`src/rtl/cpu_run_ctrl_if.sv`:
```
// cpu_run_ctrl_if: the bundle of signals between the board, the core and the
// run/step/breakpoint sequencer.
//   master : board/core side. It drives the buttons, pc, breakpoint setup and
//            cpu_halt, and receives cpu_en, state and the status flags.
//   slave  : sequencer side (cpu_run_ctrl).
// Signals:
//   run_btn/step_btn/pause_btn : button levels; commands fire on rising edges
//   pc, bp_addr, bp_en         : current PC and breakpoint compare setup
//   cpu_halt                   : syscall-exit halt from the core (combinational)
//   cpu_en                     : execute enable to the core (combinational)
//   state                      : PAUSE=0, RUN=1, STEP=2, DONE=3
//   step_done                  : one-cycle pulse after a step retires
//   bp_hit, wdog_to            : sticky causes of the last pause
//   retired                    : saturating count of executed cycles
interface cpu_run_ctrl_if #(
  parameter int BP_W  = 32,
  parameter int CNT_W = 16
);
  logic             run_btn;
  logic             step_btn;
  logic             pause_btn;
  logic [BP_W-1:0]  pc;
  logic [BP_W-1:0]  bp_addr;
  logic             bp_en;
  logic             cpu_halt;
  logic             cpu_en;
  logic [1:0]       state;
  logic             step_done;
  logic             bp_hit;
  logic             wdog_to;
  logic [CNT_W-1:0] retired;

  modport master (
    output run_btn, step_btn, pause_btn, pc, bp_addr, bp_en, cpu_halt,
    input  cpu_en, state, step_done, bp_hit, wdog_to, retired
  );

  modport slave (
    input  run_btn, step_btn, pause_btn, pc, bp_addr, bp_en, cpu_halt,
    output cpu_en, state, step_done, bp_hit, wdog_to, retired
  );
endinterface

```
`src/rtl/cpu_run_ctrl.sv`:
```
// cpu_run_ctrl: run/step/breakpoint sequencer for the single-cycle MIPS core.
// It produces cpu_en, which gates the PC, register-file and data-memory write
// strobes. It takes edge-detected run/step/pause buttons, a PC breakpoint
// compare and the core's syscall-exit halt, and it counts retired instructions.
// Ports:
//   clk   : system clock, rising edge
//   reset : asynchronous, active-low reset
//   ctrl  : cpu_run_ctrl_if.slave (buttons, pc/breakpoint, halt, cpu_en, state,
//           step_done, bp_hit, wdog_to, retired)
// Build option:
//   WATCHDOG_EN : when defined, adds a RUN-cycle watchdog (parameter WDOG_LIMIT)
//                 that pauses the core and sets wdog_to. When not defined,
//                 wdog_to is tied to 0 and RUN has no time limit.
module cpu_run_ctrl #(
  parameter int BP_W  = 32,
  parameter int CNT_W = 16
`ifdef WATCHDOG_EN
  , parameter logic [15:0] WDOG_LIMIT = 16'd50000
`endif
) (
  input logic          clk,
  input logic          reset,
  cpu_run_ctrl_if.slave ctrl
);

  typedef enum logic [1:0] {
    ST_PAUSE = 2'd0,
    ST_RUN   = 2'd1,
    ST_STEP  = 2'd2,
    ST_DONE  = 2'd3
  } state_t;

  state_t           state_q, state_d;
  logic             run_btn_q, step_btn_q, pause_btn_q;
  logic             skip_q, skip_d;
  logic             step_done_q, step_done_d;
  logic             bp_hit_q, bp_hit_d;
  logic [CNT_W-1:0] retired_q, retired_d;

  logic             cmd_run, cmd_step, cmd_pause;
  logic [BP_W-1:0]  pc_diff;
  logic             bp_match;
  logic             wdog_stop;
  logic             cpu_en;

  assign cmd_run   = ctrl.run_btn   & ~run_btn_q;
  assign cmd_step  = ctrl.step_btn  & ~step_btn_q;
  assign cmd_pause = ctrl.pause_btn & ~pause_btn_q;

  // skip masks the compare for the first instruction after a resume, so
  // run/step from a breakpoint PC does not immediately re-hit it.
  assign pc_diff  = ctrl.pc ^ ctrl.bp_addr;
  assign bp_match = ctrl.bp_en & ~(|pc_diff) & ~skip_q;

`ifdef WATCHDOG_EN
  localparam logic [CNT_W-1:0] WDOG_LAST = CNT_W'(WDOG_LIMIT - 16'd1);

  logic [CNT_W-1:0] wdog_cnt_q, wdog_cnt_d;
  logic             wdog_to_q, wdog_to_d;

  // Watchdog expiry only takes effect when no higher-priority cause
  // (halt, pause, breakpoint) is present in the same cycle.
  assign wdog_stop = (state_q == ST_RUN) && (wdog_cnt_q == WDOG_LAST)
                     && !ctrl.cpu_halt && !cmd_pause && !bp_match;

  always_comb begin
    wdog_cnt_d = '0;
    if (state_q == ST_RUN) begin
      wdog_cnt_d = wdog_cnt_q + 1'b1;
    end
  end

  always_ff @(posedge clk or negedge reset) begin
    if (!reset) begin
      wdog_cnt_q <= '0;
      wdog_to_q  <= 1'b0;
    end else begin
      wdog_cnt_q <= wdog_cnt_d;
      wdog_to_q  <= wdog_to_d;
    end
  end

  assign ctrl.wdog_to = wdog_to_q;
`else
  assign wdog_stop    = 1'b0;
  assign ctrl.wdog_to = 1'b0;
`endif

  // The instruction at the breakpoint PC (or in the watchdog-expiry cycle) is
  // held off; a pause command alone still lets the in-flight instruction run.
  assign cpu_en = (((state_q == ST_RUN) & ~bp_match & ~wdog_stop)
                   | (state_q == ST_STEP)) & ~ctrl.cpu_halt;

  always_comb begin
    state_d     = state_q;
    skip_d      = skip_q;
    step_done_d = 1'b0;
    bp_hit_d    = bp_hit_q;
`ifdef WATCHDOG_EN
    wdog_to_d   = wdog_to_q;
`endif
    retired_d   = retired_q;

    if (cpu_en) begin
      skip_d = 1'b0;
      if (retired_q != {CNT_W{1'b1}}) begin
        retired_d = retired_q + 1'b1;
      end
    end

    case (state_q)
      ST_PAUSE: begin
        // pause outranks step and run even though pause itself does nothing here
        if (!cmd_pause) begin
          if (cmd_step) begin
            state_d = ST_STEP;
            skip_d  = 1'b1;
          end else if (cmd_run) begin
            state_d  = ST_RUN;
            skip_d   = 1'b1;
            bp_hit_d = 1'b0;
`ifdef WATCHDOG_EN
            wdog_to_d = 1'b0;
`endif
          end
        end
      end
      ST_RUN: begin
        if (ctrl.cpu_halt) begin
          state_d = ST_DONE;
        end else if (cmd_pause) begin
          state_d = ST_PAUSE;
        end else if (bp_match) begin
          state_d  = ST_PAUSE;
          bp_hit_d = 1'b1;
        end
`ifdef WATCHDOG_EN
        else if (wdog_stop) begin
          state_d   = ST_PAUSE;
          wdog_to_d = 1'b1;
        end
`endif
      end
      ST_STEP: begin
        if (ctrl.cpu_halt) begin
          state_d = ST_DONE;
        end else begin
          state_d     = ST_PAUSE;
          step_done_d = 1'b1;
        end
      end
      ST_DONE: begin
        state_d = ST_DONE;
      end
      default: begin
        state_d = ST_PAUSE;
      end
    endcase
  end

  // Button history resets to 1 so a button held through reset is not seen
  // as a fresh press when reset releases.
  always_ff @(posedge clk or negedge reset) begin
    if (!reset) begin
      state_q     <= ST_PAUSE;
      run_btn_q   <= 1'b1;
      step_btn_q  <= 1'b1;
      pause_btn_q <= 1'b1;
      skip_q      <= 1'b0;
      step_done_q <= 1'b0;
      bp_hit_q    <= 1'b0;
      retired_q   <= '0;
    end else begin
      state_q     <= state_d;
      run_btn_q   <= ctrl.run_btn;
      step_btn_q  <= ctrl.step_btn;
      pause_btn_q <= ctrl.pause_btn;
      skip_q      <= skip_d;
      step_done_q <= step_done_d;
      bp_hit_q    <= bp_hit_d;
      retired_q   <= retired_d;
    end
  end

  assign ctrl.cpu_en    = cpu_en;
  assign ctrl.state     = state_q;
  assign ctrl.step_done = step_done_q;
  assign ctrl.bp_hit    = bp_hit_q;
  assign ctrl.retired   = retired_q;

endmodule
```
`src/flat_wrapper.sv`:
```
// flat-port wrapper written by rule: the top's interface ports become plain ports
module cpu_run_ctrl_flat 
#(
  parameter int BP_W  = 32,
  parameter int CNT_W = 16

)
  (clk, reset, ctrl_run_btn, ctrl_step_btn, ctrl_pause_btn, ctrl_pc, ctrl_bp_addr, ctrl_bp_en, ctrl_cpu_halt, ctrl_cpu_en, ctrl_state, ctrl_step_done, ctrl_bp_hit, ctrl_wdog_to, ctrl_retired);
  cpu_run_ctrl_if #(.BP_W(BP_W), .CNT_W(CNT_W)) ctrl_i ();
  input logic clk;
  input logic reset;
  input wire logic [$bits(ctrl_i.run_btn)-1:0] ctrl_run_btn;
  input wire logic [$bits(ctrl_i.step_btn)-1:0] ctrl_step_btn;
  input wire logic [$bits(ctrl_i.pause_btn)-1:0] ctrl_pause_btn;
  input wire logic [$bits(ctrl_i.pc)-1:0] ctrl_pc;
  input wire logic [$bits(ctrl_i.bp_addr)-1:0] ctrl_bp_addr;
  input wire logic [$bits(ctrl_i.bp_en)-1:0] ctrl_bp_en;
  input wire logic [$bits(ctrl_i.cpu_halt)-1:0] ctrl_cpu_halt;
  output wire logic [$bits(ctrl_i.cpu_en)-1:0] ctrl_cpu_en;
  output wire logic [$bits(ctrl_i.state)-1:0] ctrl_state;
  output wire logic [$bits(ctrl_i.step_done)-1:0] ctrl_step_done;
  output wire logic [$bits(ctrl_i.bp_hit)-1:0] ctrl_bp_hit;
  output wire logic [$bits(ctrl_i.wdog_to)-1:0] ctrl_wdog_to;
  output wire logic [$bits(ctrl_i.retired)-1:0] ctrl_retired;
  assign ctrl_i.run_btn = ctrl_run_btn;
  assign ctrl_i.step_btn = ctrl_step_btn;
  assign ctrl_i.pause_btn = ctrl_pause_btn;
  assign ctrl_i.pc = ctrl_pc;
  assign ctrl_i.bp_addr = ctrl_bp_addr;
  assign ctrl_i.bp_en = ctrl_bp_en;
  assign ctrl_i.cpu_halt = ctrl_cpu_halt;
  assign ctrl_cpu_en = ctrl_i.cpu_en;
  assign ctrl_state = ctrl_i.state;
  assign ctrl_step_done = ctrl_i.step_done;
  assign ctrl_bp_hit = ctrl_i.bp_hit;
  assign ctrl_wdog_to = ctrl_i.wdog_to;
  assign ctrl_retired = ctrl_i.retired;
  cpu_run_ctrl #(.BP_W(BP_W), .CNT_W(CNT_W)) u_core (.clk(clk), .reset(reset), .ctrl(ctrl_i));
endmodule
```
`config.mk`:
```
export PLATFORM = sky130hd
export DESIGN_NAME = cpu_run_ctrl_flat
export DESIGN_NICKNAME = d
export VERILOG_FILES = /design/src/rtl/cpu_run_ctrl_if.sv /design/src/rtl/cpu_run_ctrl.sv /design/src/flat_wrapper.sv
export SDC_FILE = /design/constraint.sdc
export NUM_CORES = 1
export LEC_CHECK = 0
export ABC_AREA = 1
export CAP_MARGIN = 20
export CORE_MARGIN = 2
export CORE_UTILIZATION = 39
export CTS_CLUSTER_DIAMETER = 200
export DETAILED_ROUTE_END_ITERATION = 8
export PLACE_DENSITY = 0.78
export SKIP_CTS_REPAIR_TIMING = 1
export SLEW_MARGIN = 40
export SYNTH_ARGS = -nofsm -noshare
export SYNTH_HDL_FRONTEND = slang
export SYNTH_SLANG_ARGS = --single-unit
```
`constraint.sdc`:
```
create_clock -name clk -period 1.6 [get_ports clk]
set_input_delay 0.24 -clock clk [delete_from_list [all_inputs] [get_ports clk]]
set_output_delay 0.24 -clock clk [all_outputs]
set_load 0.1 [all_outputs]
```
# --- Word-level counts from Yosys, hierarchy flattened ---
# Cells that the tools add are included.
# Widths: inputs -> output; s select.
totals:
  regBits: 24
  input_bits: 71
  out_inout_bits: 22
op_classes:
  n_addsub: 1
  eq_ne: 12
  muxes: 22
  bitwise_logic: 16
  n_reduce_logical: 6
op_table:
  columns: ["cell", "count"]
  rows:
  - ["$reduce_or 32->1", 1]
  - ["$xor 32x32->32", 1]
  - ["$add 16x1->16 const B", 1]
  - ["$ne 16x16->1 const B", 1]
  - ["$mux 2", 7]
  - ["$mux 1", 13]
  - ["$ne 2x2->1 const B", 4]
  - ["$pmux 2 s4", 1]
  - ["$and 1x1->1", 7]
  - ["$not 1->1", 7]
  - ["$reduce_and 7->1", 1]
  - ["$eq 2x2->1 const B", 2]
  - ["$ne 2x1->1 const B", 2]
  - ["$ne 4x2->1 const B", 1]
  - ["$ne 3x1->1 const B", 1]
  - ["$reduce_and 3->1", 1]
  - ["$eq 2x1->1 const B", 1]
  - ["$logic_not 2->1", 1]
  - ["$pmux 1 s2", 1]
  - ["$reduce_and 2->1", 1]
  - ["$reduce_bool 2->1", 1]
  - ["$or 1x1->1", 1]

# --- Longest topological paths before layout ---
depth:
  ltp_word: 14
  mapped_depth: 13
  depth_no_buf: 13

# --- Least setup slack after synthesis ---
# OpenSTA, ideal clock, no wires.
synth_path:
  path_kind: "reg-to-reg"
  start: "register u_core.retired_q[0], in the netlist u_core.ctrl.retired[0]"
  end: "register u_core.retired_q[11], in the netlist u_core.ctrl.retired[11]"
  setup_time_ps: 123
  t_arrival_ps: 2111
  slack_ps: -633
  path_stages_with_launch: 8
  path_buffers: 1
  cell_sequence: "dfrtp_1 ha_1 nand3_1 nor2_1 nand2_2 buf_2 nand3_1 nand2_1"
synth_between:
  elab_chain_cells: 2
synth_lines:
  columns: ["element", "line", "rtl"]
  rows:
  - ["start: declaration", "cpu_run_ctrl.sv:38", "logic [CNT_W-1:0] retired_q, retired_d;"]
  - ["start signal: assignment", "cpu_run_ctrl.sv:181", "retired_q <= retired_d;"]
  - ["parallel branches: the longest is 2 deep, another holds $add 16x1->16", null, null]
# Parallel ways; which one is timed is not known.
# A chain may end at the register's enable or synchronous reset.

# --- Worst setup path in the final report ---
layout_path:
  start: "input port ctrl_bp_addr[20]"
  end: "output port ctrl_cpu_en"
layout_between:
  elab_chain_cells: 9
layout_lines:
  columns: ["element", "line", "rtl"]
  rows:
  - ["start: declaration", "flat_wrapper.sv:16", "input wire logic [$bits(ctrl_i.bp_addr)-1:0] ctrl_bp_addr;"]
  - ["$xor 32x32->32", "cpu_run_ctrl.sv:52", "assign pc_diff = ctrl.pc ^ ctrl.bp_addr;"]
  - ["$reduce_or 32->1", "cpu_run_ctrl.sv:53", "assign bp_match = ctrl.bp_en & ~(|pc_diff) & ~skip_q;"]
  - ["$not 1->1", "cpu_run_ctrl.sv:53", null]
  - ["$and 1x1->1 (2 in series)", "cpu_run_ctrl.sv:53", null]
  - ["$not 1->1", "cpu_run_ctrl.sv:91", "assign cpu_en = (((state_q == ST_RUN) & ~bp_match & ~wdog_stop)"]
  - ["$and 1x1->1", "cpu_run_ctrl.sv:91", null]
  - ["$or 1x1->1", "cpu_run_ctrl.sv:92", "| (state_q == ST_STEP)) & ~ctrl.cpu_halt;"]
  - ["$and 1x1->1", "cpu_run_ctrl.sv:92", null]
  - ["end: declaration", "flat_wrapper.sv:19", "output wire logic [$bits(ctrl_i.cpu_en)-1:0] ctrl_cpu_en;"]
# No other way between the ends.

==> out/metrics.cfg <==
[outcome]
outcome=finished with violations
failed_checks=negative setup slack

[synth]
synth_cells=342
async_flop_share_pct=100
synth_seq_area_share_pct=28.5
ys_warn_count=0
synth_seq_cells=24
synthDistinctLibCells=28
syn_area_per_cell_um2=6.19
syn_area_um2=2120
synthesis.nets=418
synth_flop_cell=dfrtp_1
synth_edf_count=0

[final_layout]
drive_gt1_share_pct=25.7
syn2layout_area_growth_pct=84.7
final_common_cell=nand2_1
layout_common_cells=122 x nand2_1, 60 x dlymetal6s2s_1, 58 x inv_1, 24 x nor2_1, 21 x buf_12
final_cell_count_no_fill=522
nets=529
final_area_um2=3910
fillers=361
num_antenna_cells=0

[global_routing]
grt_start_max_net_pins=25
antenna_found_initial=0
track_usage_pct=20.7
grt_pass1_vias=2232
grtUsageMet1_pct=25.4
grt.busiest_layer=met2
overflow=0
grtUsageMet2_pct=37.9
grt_pass1_wl_um=10200
grt.met3_usage_pct=3.26

[critical_path]
crit_slowest_cell=clkdlybuf4s50_1
crit_path_end_kind=output port
critPathTopFamily=buffers and inverters
cp_slowest_stage_delay_ns=0.47
critPathKind=in2out
worstPathRequired_ns=1.36
r2r-start=u_core.skip_q$_DFF_PN0_
cp.arrival_ns=1.57
path_buf_inv=2
timing.rr.end=u_core.ctrl.retired[11]$_DFFE_PN0P_
path_cells=clkdlybuf4s50_1, xnor2_1, nand3_2, nand3b_1, o21bai_4, nand2_4, buf_12
r2r_cells=12
r2r_slack_ns=-0.01
start_kind=primary input
cp_max_fo=4

[timing]
setup_slack_ns=-0.212
setup_violations=7
fin_skew_ns=0.00214
period_minus_slack_ns=1.81
fin_tns_setup_ns=-0.346
max_freq_mhz=552
slew_violations=0
whs_ns=0.316
rsz0062_at_grt=true
hold_viol=0
period_share_pct=113

[cts]
clk_pin_slew_worst_paths_ns=0.08
htree_num_levels=1
cts-root-buf=clkbuf_8
clock_sinks=24
clk_latency_ns=0.27
clockBufferDepth=2
cts-buffers-inserted=3
cts_tree=done

[route]
avgRoutedWirePerCell_um=14.2
avgViaCountPerCell=4.84
drt_wl_total_um=7420
drt-initial-drc-count=126
drcViolationCount=0
antenna_left=0
dr.pass1.iters=4
vias=2529

[placement]
io_buffers=91
place_area_um2=3540
gp_congestion=0.940
pre_cts_slack_ns=-0.456
placedCellCount=511
hpwl_um=5070

[floorplan]
fp-row-count=26
core_area_um2=5170
die_w_um=77.7
start_util_pct=41.0
die_height_um=77.7
io_pins=93
fp.dieArea_um2=6040

[power]
p_comb_share_pct=62.4
switching_power_uw=1810
clkPwrFrac_pct=11.1
p_int_uw=1910
swShare_pct=48.5
seq_power_share_pct=26.6
p_leak_uw=0.00239
power_per_cell_area_nw_per_um2=951
peakVddDrop_mv=1.33

[job]
cap_violations=0

[hold_path]
hold_class=in2async

area by class of cell:
| class | count | area, um^2 | area share, % |
|---|---|---|---|
| clock buffer | 4 | 55.1 | 1.41 |
| timing repair buffer | 111 | 1430 | 36.4 |
| sequential | 24 | 669 | 17.1 |
| multi-input combinational | 244 | 1410 | 36.0 |
| tap | 70 | 87.6 | 2.24 |
| inverter | 69 | 267 | 6.81 |
power groups by stage:
stage / combinational, uW / clock, uW / sequential (uW)
after floorplan: 890 / 0 / 1500
after global placement: 2140 / 0 / 981
after detailed placement: 2180 / 0 / 988
after CTS: 2190 / 416 / 976
after global routing: 2460 / 446 / 1000
final: 2320 / 411 / 988
synthesized netlist by cell type, types with 2 or more instances:
master     n  share of area [%]
nand2_1  125                 22
inv_1     69                 12
nor2_1    31                5.5
nand3_1   27                6.4
dfrtp_1   21                 25
xor2_1    12                5.0
xnor2_1   11                4.5
nor3_1     8                1.9
ha_1       5                3.0
nor4_1     4                1.2
o21ai_0    4               0.95
dfstp_2    3                3.7
nand3_2    3                1.4
buf_2      2               0.47
buf_6      2                1.1
nand2_2    2               0.59
or2_2      2               0.59
through the flow:
stage | power [uW] | util (%)
2_1_floorplan | 2390 | -
3_3_place_gp | 3130 | 68.5
3_5_place_dp | 3170 | 68.5
4_1_cts | 3580 | 69.6
5_1_grt | 3910 | 75.6
6_report | 3720 | 75.6
state kept, by name, summed over array words and instances, names as in the netlist:
signal / count
u_core.pause_btn_q: 1
u_core.ctrl.step_done: 1
u_core.skip_q: 1
u_core.ctrl.state: 2
u_core.run_btn_q: 1
u_core.ctrl.retired: 16
u_core.step_btn_q: 1
u_core.ctrl.bp_hit: 1
worst max path at each step:
stage,start,end,depth (start not counted)
6_report,ctrl_bp_addr[20],ctrl_cpu_en,7
5_1_grt,u_core.skip_q$_DFF_PN0_,ctrl_cpu_en,9
4_1_cts,ctrl_bp_addr[21],ctrl_cpu_en,7
3_5_place_dp,ctrl_bp_addr[21],u_core.ctrl.retired[6]$_DFFE_PN0P_,9
3_3_place_gp,ctrl_pc[25],u_core.ctrl.retired[0]$_DFFE_PN0P_,13
2_1_floorplan,u_core.ctrl.state[1]$_DFFE_PN0P_,ctrl_cpu_en,7
kinds of logic (layout without fill, tap and decap cells):
group,count (synthesis),in the layout,share of synthesized area [%]
AND/OR/NAND/NOR,206,207,41.2
buffers and inverters,75,184,14.8
flip-flops,24,24,28.5
XOR/XNOR,23,23,9.51
AO/OA/AOI/OAI,8,8,2.83
adder cells (fa/ha/maj),5,5,2.95
other,1,1,0.177
per-layer routing:
| metal | share of wire, % | vias up |
|---|---|---|
| li1 | - | 1242 |
| met4 | 1.5 | 0 |
| met1 | 39 | 1142 |
| met2 | 52 | 129 |
| met5 | 0 | - |
| met3 | 7.1 | 16 |
Note: power is estimated with default switching activity, not from simulation.
